[src/rtl/seven_seg_scan_driver.sv]
// Eight-digit common-anode 7-segment scan driver with frame-coherent shadow capture,
// per-digit enable/DP, leading-zero blanking and an anti-ghost blank window per slot.
module seven_seg_scan_driver #(
  parameter int unsigned CLK_HZ       = 100_000_000,
  parameter int unsigned DIGIT_HZ     = 1000,
  parameter int unsigned BLANK_CYCLES = 16
) (
  input  logic        CLK100MHZ,
  input  logic        CPU_RESETN,
  input  logic [31:0] value_in,
  input  logic [7:0]  dp_in,
  input  logic [7:0]  digit_en,
  input  logic        lz_blank,
  output logic [7:0]  AN,
  output logic        CA,
  output logic        CB,
  output logic        CC,
  output logic        CD,
  output logic        CE,
  output logic        CF,
  output logic        CG,
  output logic        DP,
  output logic        frame_start
);

  localparam int unsigned DIV = CLK_HZ / DIGIT_HZ;
  localparam int unsigned CW  = (DIV > 1) ? $clog2(DIV) : 1;
  localparam logic [CW-1:0] LAST  = CW'(DIV - 1);
  localparam logic [CW-1:0] BLANK = CW'(BLANK_CYCLES);

  logic [CW-1:0] r_cnt;
  logic [2:0]    r_idx;
  logic [31:0]   r_val_s;
  logic [7:0]    r_dp_s;
  logic [7:0]    r_en_s;
  logic          r_lz_s;
  logic [7:0]    r_an;
  logic [6:0]    r_seg;
  logic          r_dp;
  logic          r_fs;

  logic          w_frame;
  logic [3:0]    w_nib;
  logic [7:0]    w_upper_zero;
  logic          w_lit;
  logic [6:0]    w_glyph;

  assign w_frame = (r_cnt == '0) && (r_idx == '0);
  assign w_nib   = r_val_s[{r_idx, 2'b00} +: 4];

  // w_upper_zero[k]: nibbles k..7 of the captured value are all zero
  always_comb begin
    w_upper_zero = '0;
    for (int unsigned i = 0; i < 8; i++) begin
      w_upper_zero[i] = ((r_val_s >> (4 * i)) == '0);
    end
  end

  assign w_lit = r_en_s[r_idx] && (r_cnt >= BLANK) &&
                 !(r_lz_s && (r_idx != '0) && w_upper_zero[r_idx]);

  // Active-low {a,b,c,d,e,f,g}
  always_comb begin
    w_glyph = '1;
    case (w_nib)
      4'h0: w_glyph = 7'b0000001;
      4'h1: w_glyph = 7'b1001111;
      4'h2: w_glyph = 7'b0010010;
      4'h3: w_glyph = 7'b0000110;
      4'h4: w_glyph = 7'b1001100;
      4'h5: w_glyph = 7'b0100100;
      4'h6: w_glyph = 7'b0100000;
      4'h7: w_glyph = 7'b0001111;
      4'h8: w_glyph = 7'b0000000;
      4'h9: w_glyph = 7'b0001100;
      4'hA: w_glyph = 7'b0001000;
      4'hB: w_glyph = 7'b1100000;
      4'hC: w_glyph = 7'b1110010;
      4'hD: w_glyph = 7'b1000010;
      4'hE: w_glyph = 7'b0110000;
      4'hF: w_glyph = 7'b0111000;
      default: w_glyph = '1;
    endcase
  end

  always_ff @(posedge CLK100MHZ or negedge CPU_RESETN) begin
    if (!CPU_RESETN) begin
      r_cnt   <= '0;
      r_idx   <= '0;
      r_val_s <= '0;
      r_dp_s  <= '0;
      r_en_s  <= '0;
      r_lz_s  <= 1'b0;
      r_an    <= '1;
      r_seg   <= '1;
      r_dp    <= 1'b1;
      r_fs    <= 1'b0;
    end else begin
      if (r_cnt == LAST) begin
        r_cnt <= '0;
        r_idx <= r_idx + 3'd1;
      end else begin
        r_cnt <= r_cnt + CW'(1);
      end

      if (w_frame) begin
        r_val_s <= value_in;
        r_dp_s  <= dp_in;
        r_en_s  <= digit_en;
        r_lz_s  <= lz_blank;
      end
      r_fs <= w_frame;

      // Outputs reflect the slot position one cycle earlier, giving a fixed 1-cycle latency
      if (w_lit) begin
        r_an  <= ~(8'b1 << r_idx);
        r_seg <= w_glyph;
        r_dp  <= ~r_dp_s[r_idx];
      end else begin
        r_an  <= '1;
        r_seg <= '1;
        r_dp  <= 1'b1;
      end
    end
  end

  assign AN                       = r_an;
  assign {CA, CB, CC, CD, CE, CF, CG} = r_seg;
  assign DP                       = r_dp;
  assign frame_start              = r_fs;

endmodule

[config.mk]
export PLATFORM = sky130hd
export DESIGN_NAME = seven_seg_scan_driver
export DESIGN_NICKNAME = d
export VERILOG_FILES = /design/src/rtl/seven_seg_scan_driver.sv
export SDC_FILE = /design/constraint.sdc
export NUM_CORES = 1
export LEC_CHECK = 0
export ABC_AREA = 0
export BUFFER_PORTS_ARGS = -buffer_cell sky130_fd_sc_hd__buf_4
export CAP_MARGIN = 5
export CORE_UTILIZATION = 54
export CTS_BUF_LIST = sky130_fd_sc_hd__clkbuf_2 sky130_fd_sc_hd__clkbuf_4 sky130_fd_sc_hd__clkbuf_8
export CTS_CLUSTER_DIAMETER = 60
export DETAILED_ROUTE_END_ITERATION = 10
export GPL_ROUTABILITY_DRIVEN = 1
export PLACE_DENSITY = 0.77
export SYNTH_ARGS = -nofsm -noshare
export SYNTH_HDL_FRONTEND = slang
export SYNTH_SLANG_ARGS = --single-unit
[constraint.sdc]
create_clock -name CLK100MHZ -period 2.9 [get_ports CLK100MHZ]
set_input_delay 0.58 -clock CLK100MHZ [delete_from_list [all_inputs] [get_ports CLK100MHZ]]
set_output_delay 0.58 -clock CLK100MHZ [all_outputs]
set_load 0.01 [all_outputs]
* Word level (Yosys, flattened, before mapping)
Memory sizes are Yosys's and may differ from the RTL's.
Cells that the tools add are included.
W data, S select, Z words.
** Storage, ports and cells
- Register bits :: 86
- Latch bits :: 0
- Memory bits (writable) :: 0
- ROM bits :: 112
- Input port bits :: 51
- Output and inout bits :: 17
- Word-level logic and storage cells :: 47
- Memories kept :: 1
** Memory list
- (name not given) :: depth 16, width 7, rd ports 1, clocked after memory_dff 0, wr ports 0, line 65 : case (w_nib)
** Cells by class
- Add/subtract/negate cells :: 2
- Multipliers :: 0
- Div/mod/pow operators :: 0
- Magnitude comparators :: 2
- Equality and inequality tests :: 1
- Shift operators :: 2
- Muxes and demuxes :: 10
- Bitwise operators :: 2
- Reduce and logical (&&, ||, !) cells :: 17
** Operators by type and width (number)
- $logic_not A32 Y1 :: 8
- $shiftx A32 B6 Y4 :: 1
- $add A17 B1 Y17 const B :: 1
- $eq A17 B17 Y1 const B :: 1
- $ge A17 B5 Y1 const B :: 1
- $logic_not A17 Y1 :: 1
- $mux W17 :: 1
- $bmux W1 S3 :: 3
- $mux W8 :: 1
- $not A8 Y8 :: 1
- $shl A1 B3 Y8 const A :: 1
- $mux W7 :: 1
- $logic_and A1 B1 Y1 :: 5
- $lt A3 B4 Y1 const B :: 1
- $mux W1 :: 4
- $add A3 B1 Y3 const B :: 1
- $logic_not A3 Y1 :: 1
- $reduce_bool A3 Y1 :: 1
- $logic_not A1 Y1 :: 1
- $not A1 Y1 :: 1

* Depth between registers and ports, before layout
- Depth in word-level cells :: 7
- Depth in mapped cells :: 10
- Mapped depth without buffers :: 7

* Worst setup path after synthesis
OpenSTA, ideal clock, no wires.
- Path kind :: reg-to-reg
- Start point :: register r_idx[0]
- End point :: register r_seg[6]
- Setup time :: 0.090 ns
- Arrival :: 2.221 ns
- Required time :: 2.810 ns
- Setup slack :: 0.589 ns
- Stages on the path, launching flop included :: 10
- Buffers on the path :: 2
- Period minus slack after synthesis :: 2.311 ns
- Cells stage by stage :: dfrtp_1 > buf_6 > buf_6 > mux4_2 > mux2i_2 > inv_1 > ha_1 > or2b_1 > o211ai_1 > o211ai_1
** On the way
- Longest elaborated chain between the ends :: 6
- Elaborated cells on any way between the ends :: 13
- Those cells by class :: 1 x shift; 5 x mux; 6 x reduce/logical; 1 x memory
** Ends and longest elaborated chain
- start: declaration :: line 32 : logic [2:0] r_idx;
- start signal: assignment :: line 101 : r_idx <= r_idx + 3'd1;
- branches (longest 5 deep; another with $mem_v2 Z16 W7)
- $mux W7 * :: line 115 : if (w_lit) begin
- end signal: assignment :: line 117 : r_seg <= w_glyph;
- end: declaration :: line 38 : logic [6:0] r_seg;
Every way passes the cells marked *. The select of a mux whose other input is x is not followed.
A chain may end at the register's enable or synchronous reset.

* Worst setup path in the final report
Same ends and word-level chain as after synthesis.

==> results.py <==
metrics = {
    "synthesis": {
        "synth_area_leader_cell": "dfrtp_1",
        "syn-cell-area_mm2": 0.00412,
        "synth_top_area_share_pct": 42.5,
        "synth_seq_cells": 86,
        "synth_area_leaders": "dfrtp_1, mux2_2, dfstp_2",
        "synth.distinct_cells": 41,
        "avgSynthCellArea_um2": 13.3,
        "async_reset_ff_share_pct": 100,
        "synth_edf_count": 0,
        "syn_nets": 375,
        "yosysWarningCount": 0,
        "synth-main-ff-cell": "dfrtp_1",
        "seq_area_frac_synth_pct": 52.7,
        "syn_inst": 310,
    },
    "placed_design": {
        "dpl.hpwl_um": 5620,
        "io_buffer_count": 67,
        "gp_congestion": 0.904,
        "dp.cells": 468,
    },
    "layout": {
        "num_antenna_cells": 0,
        "final_cell_mix": "buf_4, dfrtp_1, mux2_2",
        "nets": 445,
        "final_common_cell": "buf_4",
        "syn_to_final_growth_pct": 19.1,
        "drive_gt1_share_pct": 43.9,
        "instances_no_fill": 484,
    },
    "timing": {
        "max-slew-margin-rel_pct": 33.5,
        "tightestPinTransition_ns": 0.997,
        "setup_viol": 0,
        "slew_violations": 0,
        "rsz0062_at_grt": "no",
        "tns_ns": 0,
        "whs_ns": 0.360,
        "fmax_mhz": 376,
        "fin_crit_ns": 2.66,
        "skew_ns": 0.00862,
        "hold_viol": 0,
        "period_share_pct": 91.7,
    },
    "clocking": {
        "cts-root-buf": "clkbuf_8",
        "cts_setup_buffers": 0,
        "clk_path_buf_depth": 2,
        "numCtsBuffers": 9,
        "htree_levels": 3,
        "cts_tree": "built",
        "postCtsHoldBufs": 0,
        "cts_sinks": 86,
        "insertion_delay_ns": 0.35,
        "clk_transition_reported_paths_ns": 0.08,
        "cts_resized": 0,
    },
    "pwr": {
        "peakVddDrop_mv": 0.320,
        "power_density_mw_per_mm2": 471,
        "p_leak_nw": 2.10,
    },
    "die": {
        "rows": 31,
        "io_pins": 68,
        "die_height_um": 89.4,
        "start_util_pct": 56.2,
        "die_area_mm2": 0.00798,
        "fp.dieW_um": 89.4,
        "core_area_mm2": 0.00733,
    },
    "worst_setup_path": {
        "r2r_slack_ns": 0.24,
        "critPathArrivalTime_ns": 2.88,
        "cpMostUsedCell": "o211ai_1",
        "cp_cell_sequence": "mux4_2, mux2i_2, inv_1, ha_1, or2b_1, o211ai_1, o211ai_1",
        "worstSetupPathType": "reg2reg",
        "crit_start": "r_idx[0]",
        "slowest_delay_ns": 0.75,
        "worstPathRequired_ns": 3.12,
        "cp_slowest_cell": "dfrtp_1",
        "cp-start-kind": "flip-flop",
        "critPathCaptureType": "flip-flop",
        "cp_max_fo": 13,
        "worstReg2RegStart": "r_idx[0]",
    },
    "drt": {
        "post-route-drc-count": 0,
        "vias": 2691,
        "viasPerCell": 5.56,
        "routed_wl_um": 7830,
        "drtAntennaViolNets": 0,
        "drt_first_iter_violations": 148,
        "avgRoutedWirePerCell_um": 16.2,
        "drt_first_pass_iters": 4,
    },
    "hold_path": {
        "min_path_type": "in2async",
    },
    "grt": {
        "overflow": 0,
        "grt_pass1_wl_um": 12800,
        "grt_max_degree": 83,
        "antenna_found_initial": 0,
        "grt_pass1_vias": 2580,
        "grt_usage_pct": 22.1,
    },
    "flow_run": {
        "maxCapViolations": 0,
    },
    "outcome": {
        "status": "completed",
    },
}
-- critical path, delay by kind of cell, from the launching register on --
| kind | cells | cell delay, ns |
|---|---|---|
| flops | 1 | 0.75 |
| compound gates | 2 | 0.19 |
| simple gates | 1 | 0.25 |
| fa+ha+maj | 1 | 0.25 |
| mux | 2 | 0.93 |
| buf+inv | 1 | 0.16 |
-- cell usage after synthesis, types with 4 or more instances --
master / instances
ha_1: 14
mux4_1: 5
buf_2: 5
nand2_1: 22
mux4_2: 7
nor4_1: 11
nand3_1: 11
mux2_2: 50
xnor2_1: 11
dfstp_2: 16
dfrtp_1: 70
nand4_1: 7
nor3_1: 4
o211ai_1: 4
buf_4: 5
mux2i_1: 6
nor2_1: 15
inv_1: 8
buf_6: 4
xor2_1: 5
-- final cells by class --
cell class	count	area (um^2)
clock inverter	5	58.8
clock buffer	11	145
fill	546	2420
inverter	11	41.3
tap	99	124
multi-input combinational	198	1800
timing repair buffer	74	568
sequential	86	2170
-- logic make-up after synthesis --
family,Yosys count,share of synthesized area [%]
compound gates,17,2.89
xor+xnor,16,3.40
fa+ha+maj,14,4.25
buf+inv,26,3.70
flops,86,52.7
mux,71,23.4
simple gates,80,9.69
-- worst paths after layout --
check | to | cells after the start
setup / recovery | r_seg[6] | 7
max in group asynchronous | r_seg[0] | 2
min in group CLK100MHZ | r_val_s[10] | 2
hold reg to reg | r_cnt[13] | 1
setup reg to reg | r_seg[6] | 7
hold / removal | r_cnt[14] | 1
-- where the power goes --
part	leakage (nW)	total (mW)	switching [mW]	internal, mW
sequential	1.02	1.28	0.0323	1.25
combinational	0.985	0.188	0.0800	0.108
clock	0.0990	0.841	0.409	0.431
total	2.10	2.31	0.522	1.79
-- layer usage --
metal / share of wire, % / vias up / wire (um) / global-route usage, %
met4: 0.82 / 0 / 64 / 7.22
met1: 46 / 1337 / 3570 / 30.5
met2: 48 / 88 / 3790 / 34.4
met5: 0 / - / 0 / 0
met3: 5.2 / 9 / 411 / 5.72
li1: - / 1257 / - / -
-- state kept, by name (all words and copies together), names as in the netlist --
name         cells
DP               1
r_idx            3
AN               8
r_dp_s           8
r_seg            7
r_lz_s           1
r_cnt           17
r_val_s         32
r_en_s           8
frame_start      1
-- stage by stage --
step                power [mW]  area (um^2)  utilization, %  setup slack (ns)
detailed placement        1.49         4700            64.1             0.236
finish                    2.31         4910            66.9             0.242
global route              2.42         4910            66.9            0.0250
floorplan                 1.38         4120               -             0.589
CTS                       2.33         4910            66.9             0.217
global placement          1.49         4700            64.1             0.316
(Power assumes the default switching activity.)
